File: config.mk
export PLATFORM = sky130hd
export DESIGN_NAME = alu_pipe
export DESIGN_NICKNAME = d
export VERILOG_FILES = /design/src/rtl/alu_pkg.sv /design/src/rtl/alu_core.sv /design/src/rtl/alu_pipe.sv
export SDC_FILE = /design/constraint.sdc
export NUM_CORES = 1
export LEC_CHECK = 0
export CORE_MARGIN = 4
export CORE_UTILIZATION = 54
export CTS_CLUSTER_SIZE = 28
export DETAILED_ROUTE_END_ITERATION = 6
export GPL_TIMING_DRIVEN = 0
export PLACE_DENSITY = 0.83
export SLEW_MARGIN = 10
export SYNTH_ARGS = -nofsm -noshare
export SYNTH_HDL_FRONTEND = slang
export SYNTH_HIERARCHICAL = 1
export SYNTH_SLANG_ARGS = --single-unit
File: constraint.sdc
create_clock -name clk -period 3.6 [get_ports clk]
set_clock_uncertainty 0.05 [all_clocks]
set_input_delay 0.36 -clock clk [delete_from_list [all_inputs] [get_ports clk]]
set_output_delay 0.36 -clock clk [all_outputs]
set_load 0.03 [all_outputs]
File: src/rtl/alu_pkg.sv
// alu_pkg -- shared definitions for the pipelined ALU.
//   op_t        : 3-bit opcode enumeration used on the op port and inside the pipe
//   add_ovf()   : two's-complement overflow rule for an addition
package alu_pkg;

  localparam int OP_W = 3;

  typedef enum logic [OP_W-1:0] {
    OP_ADD    = 3'd0,
    OP_SUB    = 3'd1,
    OP_AND    = 3'd2,
    OP_OR     = 3'd3,
    OP_XOR    = 3'd4,
    OP_SHL    = 3'd5,
    OP_ACC    = 3'd6,
    OP_CLRACC = 3'd7
  } op_t;

  // Signed overflow of x + y: operands agree in sign and the sum does not.
  function automatic logic add_ovf(input logic sign_x, input logic sign_y,
                                   input logic sign_sum);
    return (sign_x == sign_y) && (sign_sum != sign_x);
  endfunction

endpackage

File: src/rtl/alu_core.sv
// alu_core -- purely combinational ALU datapath.
//   a, b      : operands (WIDTH)
//   op        : operation (op_t)
//   acc       : current accumulator value (WIDTH)
//   result    : WIDTH+1 result, MSB = carry / borrow / shifted-out bit
//   error     : signed overflow for ADD, SUB and ACC
//   acc_load  : op updates the accumulator
//   acc_next  : new accumulator value when acc_load is set
module alu_core
  import alu_pkg::*;
#(
  parameter int WIDTH = 16,
  parameter int SHW   = $clog2(WIDTH)
) (
  input  logic [WIDTH-1:0] a,
  input  logic [WIDTH-1:0] b,
  input  op_t              op,
  input  logic [WIDTH-1:0] acc,
  output logic [WIDTH:0]   result,
  output logic             error,
  output logic             acc_load,
  output logic [WIDTH-1:0] acc_next
);

  localparam logic [WIDTH-1:0] W_VAL = WIDTH'(WIDTH);

  logic [WIDTH:0] sum;
  logic [WIDTH:0] diff;
  logic [WIDTH:0] acc_sum;
  logic [WIDTH:0] shl_lo;
  logic [WIDTH:0] shl;
  logic           oversize;

  always_comb begin
    sum     = {1'b0, a} + {1'b0, b};
    diff    = {1'b0, a} - {1'b0, b};
    acc_sum = {1'b0, acc} + {1'b0, a};

    // In-range shifts use the low SHW bits of b. Any set bit above them means
    // the amount is at least WIDTH, so every low bit is shifted out; only an
    // amount of exactly WIDTH leaves a[0] in the carry position.
    oversize = |(b >> SHW);
    shl_lo   = {1'b0, a} << b[SHW-1:0];
    shl      = oversize ? {(b == W_VAL) & a[0], {WIDTH{1'b0}}} : shl_lo;

    result   = '0;
    error    = 1'b0;
    acc_load = 1'b0;
    acc_next = acc;

    case (op)
      OP_ADD: begin
        result = sum;
        error  = add_ovf(a[WIDTH-1], b[WIDTH-1], sum[WIDTH-1]);
      end
      OP_SUB: begin
        result = diff;
        // a - b overflows when signs differ and the difference flips away from a.
        error  = (a[WIDTH-1] != b[WIDTH-1]) && (diff[WIDTH-1] != a[WIDTH-1]);
      end
      OP_AND: result = {1'b0, a & b};
      OP_OR:  result = {1'b0, a | b};
      OP_XOR: result = {1'b0, a ^ b};
      OP_SHL: result = shl;
      OP_ACC: begin
        result   = acc_sum;
        error    = add_ovf(acc[WIDTH-1], a[WIDTH-1], acc_sum[WIDTH-1]);
        acc_load = 1'b1;
        acc_next = acc_sum[WIDTH-1:0];
      end
      OP_CLRACC: begin
        acc_load = 1'b1;
        acc_next = '0;
      end
      default: result = '0;
    endcase
  end

endmodule

File: src/rtl/alu_pipe.sv
// alu_pipe -- two-stage valid/ready ALU pipeline with accumulator.
//   clk, rst_n      : clock, asynchronous active-low reset
//   in_valid/ready  : input handshake for operand set a, b, op
//   out_valid/ready : output handshake for result, zero, error
//   result          : WIDTH+1 result (MSB carry/borrow/shift-out)
//   zero            : result[WIDTH-1:0] == 0
//   error           : signed overflow of the presented result
//   error_sticky    : OR of error since reset or last clr_err
//   clr_err         : synchronous clear of error_sticky (a new error wins)
// S1 registers the operand set, S2 registers the computed result. The
// accumulator changes only on the edge an ACC/CLRACC set loads into S2.
module alu_pipe
  import alu_pkg::*;
#(
  parameter int WIDTH = 16,
  parameter int SHW   = $clog2(WIDTH)
) (
  input  logic             clk,
  input  logic             rst_n,
  input  logic             in_valid,
  output logic             in_ready,
  input  logic [WIDTH-1:0] a,
  input  logic [WIDTH-1:0] b,
  input  logic [2:0]       op,
  output logic             out_valid,
  input  logic             out_ready,
  output logic [WIDTH:0]   result,
  output logic             zero,
  output logic             error,
  output logic             error_sticky,
  input  logic             clr_err
);

  logic             s1_valid_q, s1_valid_d;
  logic [WIDTH-1:0] s1_a_q, s1_a_d;
  logic [WIDTH-1:0] s1_b_q, s1_b_d;
  op_t              s1_op_q, s1_op_d;

  logic             s2_valid_q, s2_valid_d;
  logic [WIDTH:0]   result_q, result_d;
  logic             zero_q, zero_d;
  logic             error_q, error_d;
  logic             sticky_q, sticky_d;
  logic [WIDTH-1:0] acc_q, acc_d;

  logic             s2_free;
  logic             s2_load;
  logic             in_fire;

  logic [WIDTH:0]   core_result;
  logic             core_error;
  logic             core_acc_load;
  logic [WIDTH-1:0] core_acc_next;

  alu_core #(
    .WIDTH (WIDTH),
    .SHW   (SHW)
  ) u_core (
    .a        (s1_a_q),
    .b        (s1_b_q),
    .op       (s1_op_q),
    .acc      (acc_q),
    .result   (core_result),
    .error    (core_error),
    .acc_load (core_acc_load),
    .acc_next (core_acc_next)
  );

  always_comb begin
    // S2 can take a new entry when empty or when its entry leaves this cycle.
    s2_free  = !s2_valid_q || out_ready;
    s2_load  = s1_valid_q && s2_free;
    in_ready = !s1_valid_q || s2_free;
    in_fire  = in_valid && in_ready;

    s1_valid_d = in_fire || (s1_valid_q && !s2_free);
    s1_a_d     = in_fire ? a : s1_a_q;
    s1_b_d     = in_fire ? b : s1_b_q;
    s1_op_d    = in_fire ? op_t'(op) : s1_op_q;

    s2_valid_d = s2_free ? s1_valid_q : s2_valid_q;
    result_d   = s2_load ? core_result : result_q;
    zero_d     = s2_load ? (core_result[WIDTH-1:0] == '0) : zero_q;
    error_d    = s2_load ? core_error : error_q;

    acc_d = (s2_load && core_acc_load) ? core_acc_next : acc_q;

    // Set has priority over clear so an error is never lost.
    if (s2_load && core_error) begin
      sticky_d = 1'b1;
    end else if (clr_err) begin
      sticky_d = 1'b0;
    end else begin
      sticky_d = sticky_q;
    end
  end

  always_ff @(posedge clk or negedge rst_n) begin
    if (!rst_n) begin
      s1_valid_q <= 1'b0;
      s1_a_q     <= '0;
      s1_b_q     <= '0;
      s1_op_q    <= OP_ADD;
      s2_valid_q <= 1'b0;
      result_q   <= '0;
      zero_q     <= 1'b0;
      error_q    <= 1'b0;
      sticky_q   <= 1'b0;
      acc_q      <= '0;
    end else begin
      s1_valid_q <= s1_valid_d;
      s1_a_q     <= s1_a_d;
      s1_b_q     <= s1_b_d;
      s1_op_q    <= s1_op_d;
      s2_valid_q <= s2_valid_d;
      result_q   <= result_d;
      zero_q     <= zero_d;
      error_q    <= error_d;
      sticky_q   <= sticky_d;
      acc_q      <= acc_d;
    end
  end

  assign out_valid    = s2_valid_q;
  assign result       = result_q;
  assign zero         = zero_q;
  assign error        = error_q;
  assign error_sticky = sticky_q;

endmodule

======== Word level (Yosys, flattened, before mapping) ========
Cells that the tools add are included.
word-level totals
  flip-flop bits (word level) ............. 73
  bits of input ports ..................... 40
  output and inout bits ................... 22
  logic and storage cells ................. 60
operators by class
  add/sub/neg operators ................... 3
  equal/unequal tests ..................... 14
  shifts and indexed selects .............. 1
  muxes and demuxes ....................... 7
  bitwise operators ....................... 4
  reduce and logical (&&, ||, !) cells .... 21
operator list
  operator                                                          count
  17-bit one-hot mux with 7 select lines                            1
  16-bit by 16-bit adder with 17-bit output                         2
  16-bit one-hot mux with 2 select lines                            1
  17-bit 2-to-1 mux                                                 1
  16-bit by 4-bit << shifter with 17-bit output                     1
  16-bit by 16-bit subtractor with 17-bit output                    1
  16-bit AND                                                        1
  16-bit by 5-bit == test with 1-bit output, second input constant  1
  16-bit zero test                                                  1
  16-bit OR                                                         1
  16-bit XOR                                                        1
  3-bit == test, second input constant                              4
  12-bit OR reduction                                               1
  1-bit logical AND                                                 8
  3-bit by 2-bit == test with 1-bit output, second input constant   2
  1-bit != test                                                     4
  2-bit nonzero test                                                2
  3-bit by 1-bit == test with 1-bit output, second input constant   1
  1-bit zero test                                                   3
  3-bit zero test                                                   1
  1-bit logical OR                                                  3
  1-bit 2-to-1 mux                                                  3
  1-bit one-hot mux with 3 select lines                             1
  1-bit == test                                                     2
  3 further kinds                                                   3

======== Longest topological paths before layout ========
  depth in word-level cells ............... 6
  gate-level depth with buffers ........... 14
  mapped depth without buffers ............ 14

======== Modules after synthesis ========
Netlist, hierarchy kept.
modules (own cells, without submodules)
  module    instances  cells an instance  area an instance (um^2)  sequential area each (um^2)
  alu_core  1          643                4310.4                   0.0
  alu_pipe  1          164                2780.2                   1826.8

======== Worst setup path after synthesis ========
OpenSTA, ideal clock, no wires.
  path kind ............................... reg2reg
  start point ............................. reg s1_b_q[3]
  end point ............................... reg zero_q, in the netlist zero
  library setup time ...................... 0.079 ns
  arrival time ............................ 3.282 ns
  data required time ...................... 3.471 ns
  path slack .............................. 0.189 ns
  stages on the path, launching flop included .. 14
  buffers on the path ..................... 2
  clock period less this slack ............ 3.411 ns
  cell sequence ........................... dfrtp_1 clkbuf_1 inv_1 clkbuf_1 ha_1 a21oi_1 o22ai_1 o41ai_1 o41ai_1 xor2_1 a211o_1 nor4_1 nand4_1 mux2i_1
on the way
  cells in the longest elaborated chain, start to end .. 4
  elaborated cells between the ends (all ways) .. 9
  those cells by class .................... 2 x add/sub; 1 x shift; 2 x mux; 3 x bitwise; 1 x reduce/logical
ends and longest elaborated chain
  element                                                                                                 line             text
  start: declaration                                                                                      alu_pipe.sv:36   logic [WIDTH-1:0] s1_b_q, s1_b_d;
  start signal: assignment                                                                                alu_pipe.sv:102  s1_b_q <= '0;
  start signal: assignment                                                                                alu_pipe.sv:113  s1_b_q <= s1_b_d;
  parallel branches: the longest is 2 deep, another holds 16-bit by 16-bit subtractor with 17-bit output  --
  17-bit one-hot mux with 7 select lines *                                                                alu_core.sv:51   case (op)
  named net core_result[15]                                                                               alu_pipe.sv:50   logic [WIDTH:0] core_result;
  16-bit zero test *                                                                                      alu_pipe.sv:83   zero_d = s2_load ? (core_result[WIDTH-1:0] == '0) : zero_q;
  end signal: assignment                                                                                  alu_pipe.sv:117  zero_q <= zero_d;
  end: declaration                                                                                        alu_pipe.sv:41   logic zero_q, zero_d;
Mark *: on every way through the listed nets, which the timed path passes.
A chain may end at the register's enable or synchronous reset.

======== Worst setup path after layout ========
  start point ............................. reg s1_b_q[1]
  end point ............................... reg zero_q, in the netlist zero
Same word-level chain as after synthesis.

==> flow_summary.ini <==
[status]
status = completed

[timing]
post-route-period-util_pct = 98.2
slew_headroom_pct = 48.0
worst_pin_slew_ns = 0.777
setup_viol = 0
hold_viol = 0
min_period_ns = 3.53
whs_ns = 0.438
drv_slew = 0
max_freq_mhz = 283
fin_ws_ns = 0.0666

[grt]
grt_max_degree = 48
grt_overflow = 0
antenna_found_initial = 0
first_global_vias = 6551
grtUsageTotal_pct = 32.4
grt_pass1_wl_um = 36800

[clock_tree]
insertion_delay_ns = 0.35
cts_num_sinks = 73
clockRootBuffer = clkbuf_16
clk_path_buf_depth = 2
htreeDepth = 3
cts_tree = done
cts-buffers-inserted = 9
path_clk_slew_ns = 0.06

[pwr]
p_int_mw = 2.91
p_sw_share_pct = 46.0
seqPwrFrac_pct = 24.5
p_leak_nw = 3.74
p_sw_mw = 2.48
powerDensity_nw_per_um2 = 639
power_frac_comb_pct = 58.5
clockPowerShare_pct = 17.0
vdd_ir_drop_max_v = 0.000324
finalPower_mw = 5.40

[detailed_routing]
vias = 6888
drc = 0
drtAntennaViolNets = 0
wl_per_cell_um = 22.6
wirelength_um = 23900
drt_iter0_markers = 939
dr.pass1.iters = 5
vias_per_cell = 6.50

[critical_path]
cp_data_arrival_time_ns = 3.76
cp-start-kind = register
required_ns = 3.83
reg2reg_slack_ns = 0.07
r2r_cells = 13
path_class = register to register
cp_max_fo = 11
endpoint_kind = register

[layout]
nFillCells = 1126
synthToLayoutAreaGrowth_pct = 19.1
regArea_um2 = 1840
multi_input_area_um2 = 4990
drive_gt1_share_pct = 17.7
nNetsFinal = 999
diodes = 0

[synth]
ys_ff_latch = 73
synth_area_um2 = 7090
synth_flop_cell = dfrtp_1
synth_edf_count = 0
synth.largest_area_cell = dfrtp_1
syn-num-nets = 923
avgSynthCellArea_um2 = 8.79
synthTopCellsByCount = dfrtp_1 (73), ha_1 (73), mux2_2 (72)
async_reset_ff_share_pct = 100
synth_top_area_share_pct = 25.8
synth.area.top_cells = dfrtp_1 (26%), ha_1 (13%), mux2_2 (11%)
ys_seq_area_share_pct = 25.8
yosys_warnings = 6
yosysUniqueCellTypes = 73
netlist_instances = 807

[placed_design]
dp_slack_ns = -0.786
port_buffers = 61
place_congestion = 1.04
dp_hpwl_um = 18400

[die]
die_height_um = 123
fp.dieArea_um2 = 15000
ios = 62
start_util_pct = 55.7
core_um2 = 12700
fp-row-count = 41
fp.dieW_um = 123

[run]
maxCapViolCount = 0

[hold_path]
holdCritPathClass = primary input to async pin
[cell usage in the layout, fill, tap and decap left out, types with 15 or more instances in the layout]
| master | netlist | routed |
|---|---|---|
| ha_1 | 73 | 73 |
| mux2_2 | 72 | 72 |
| o21ai_0 | 44 | 41 |
| nand2_1 | 71 | 71 |
| a21oi_1 | 57 | 54 |
| clkdlybuf4s50_1 | 0 | 60 |
| inv_1 | 52 | 49 |
| xnor2_1 | 18 | 18 |
| a211oi_1 | 15 | 15 |
| dfrtp_1 | 73 | 63 |
| clkbuf_1 | 26 | 19 |
| mux2i_1 | 16 | 16 |
| nor2_1 | 46 | 46 |
[per-stage QoR]
stage | setup TNS, ns | std cells | cell area, um^2 | utilization, %
4_1_cts | 0 | 1057 | 8350 | 65.6
3_3_place_gp | -37.91 | 1040 | 7920 | 62.2
5_1_grt | -0.0320 | 1059 | 8440 | 66.4
6_report | 0 | 1059 | 8440 | 66.4
3_5_place_dp | -4.29 | 1041 | 7950 | 62.5
2_1_floorplan | 0 | 807 | 7090 | -
[routing by layer]
| metal | share of wire [%] | GRT usage (%) | up-vias |
|---|---|---|---|
| met4 | 3.6 | 12.9 | 0 |
| met3 | 11 | 8.39 | 70 |
| met2 | 46 | 50.4 | 428 |
| li1 | - | - | 3107 |
| met5 | 0 | 0 | - |
| met1 | 40 | 43.3 | 3283 |
[state kept, by name, indices dropped and copies added (netlist names)]
signal and flops:
error_sticky 1, s1_b_q 16, s1_op_q 3, error 1, out_valid 1, s1_valid_q 1, s1_a_q 16, acc_q 16
result 17, zero 1
[power groups by stage]
| stage | Sequential [mW] | Combinational, mW | Clock, mW |
|---|---|---|---|
| 2_1_floorplan | 1.41 | 1.90 | 0 |
| 3_3_place_gp | 1.31 | 2.88 | 0 |
| 3_5_place_dp | 1.32 | 2.93 | 0 |
| 4_1_cts | 1.31 | 3.01 | 0.932 |
| 5_1_grt | 1.35 | 3.37 | 0.974 |
| 6_report | 1.32 | 3.16 | 0.918 |
[critical path: stages (launching register included)]
cell and delay [ns]:
dfrtp_1 0.43, buf_4 0.23, inv_4 0.10, ha_1 0.34, a21oi_2 0.21, o22ai_2 0.16
o41ai_4 0.57, o32ai_1 0.15, a21oi_1 0.20, xor2_1 0.28, o211ai_1 0.15, nor4_1 0.32
nand4_1 0.13, mux2i_1 0.14
[path summary, 6_finish.rpt]
kind,start,endpoint
worst max-delay path,s1_b_q[1]$_DFFE_PN0P_,zero$_DFFE_PN0N_
worst min-delay path,rst_n,result[5]$_DFFE_PN0N_
worst max register to register,s1_b_q[1]$_DFFE_PN0P_,zero$_DFFE_PN0N_
worst min register to register,result[0]$_DFFE_PN0N_,result[0]$_DFFE_PN0N_
max in group asynchronous,rst_n,s1_a_q[7]$_DFFE_PN0P_
min in group clk,result[0]$_DFFE_PN0N_,result[0]$_DFFE_PN0N_
[final cells by class]
class | instances | area share [%]
plain buffers | 37 | 2.33
clock buffers | 10 | 2.83
clock inverters | 5 | 0.667
inverters | 53 | 2.48
multi-input cells | 639 | 59.1
flip-flops and latches | 73 | 21.8
well taps | 172 | 2.55
repair buffers | 70 | 8.27
[kinds of logic after synthesis]
logic type | synth area share [%]
AOI/OAI and AO/OA | 21.2
xor gates and xnor gates | 3.71
adders and majority gates | 13.7
buffers and inverters | 5.75
DFF | 25.8
muxes | 14.9
and+or+nand+nor | 14.9
[timing repair]
| item | CTS | global route |
|---|---|---|
| pin swaps | 2 | 2 |
| gates resized for setup | 21 | 26 |
| hold buffers | 1 | 0 |
| endpoints found under the setup margin | 12 | 6 |
| setup buffers | 3 | 4 |
| hold endpoints to repair | 26 | 0 |
(Power assumes the default switching activity.)
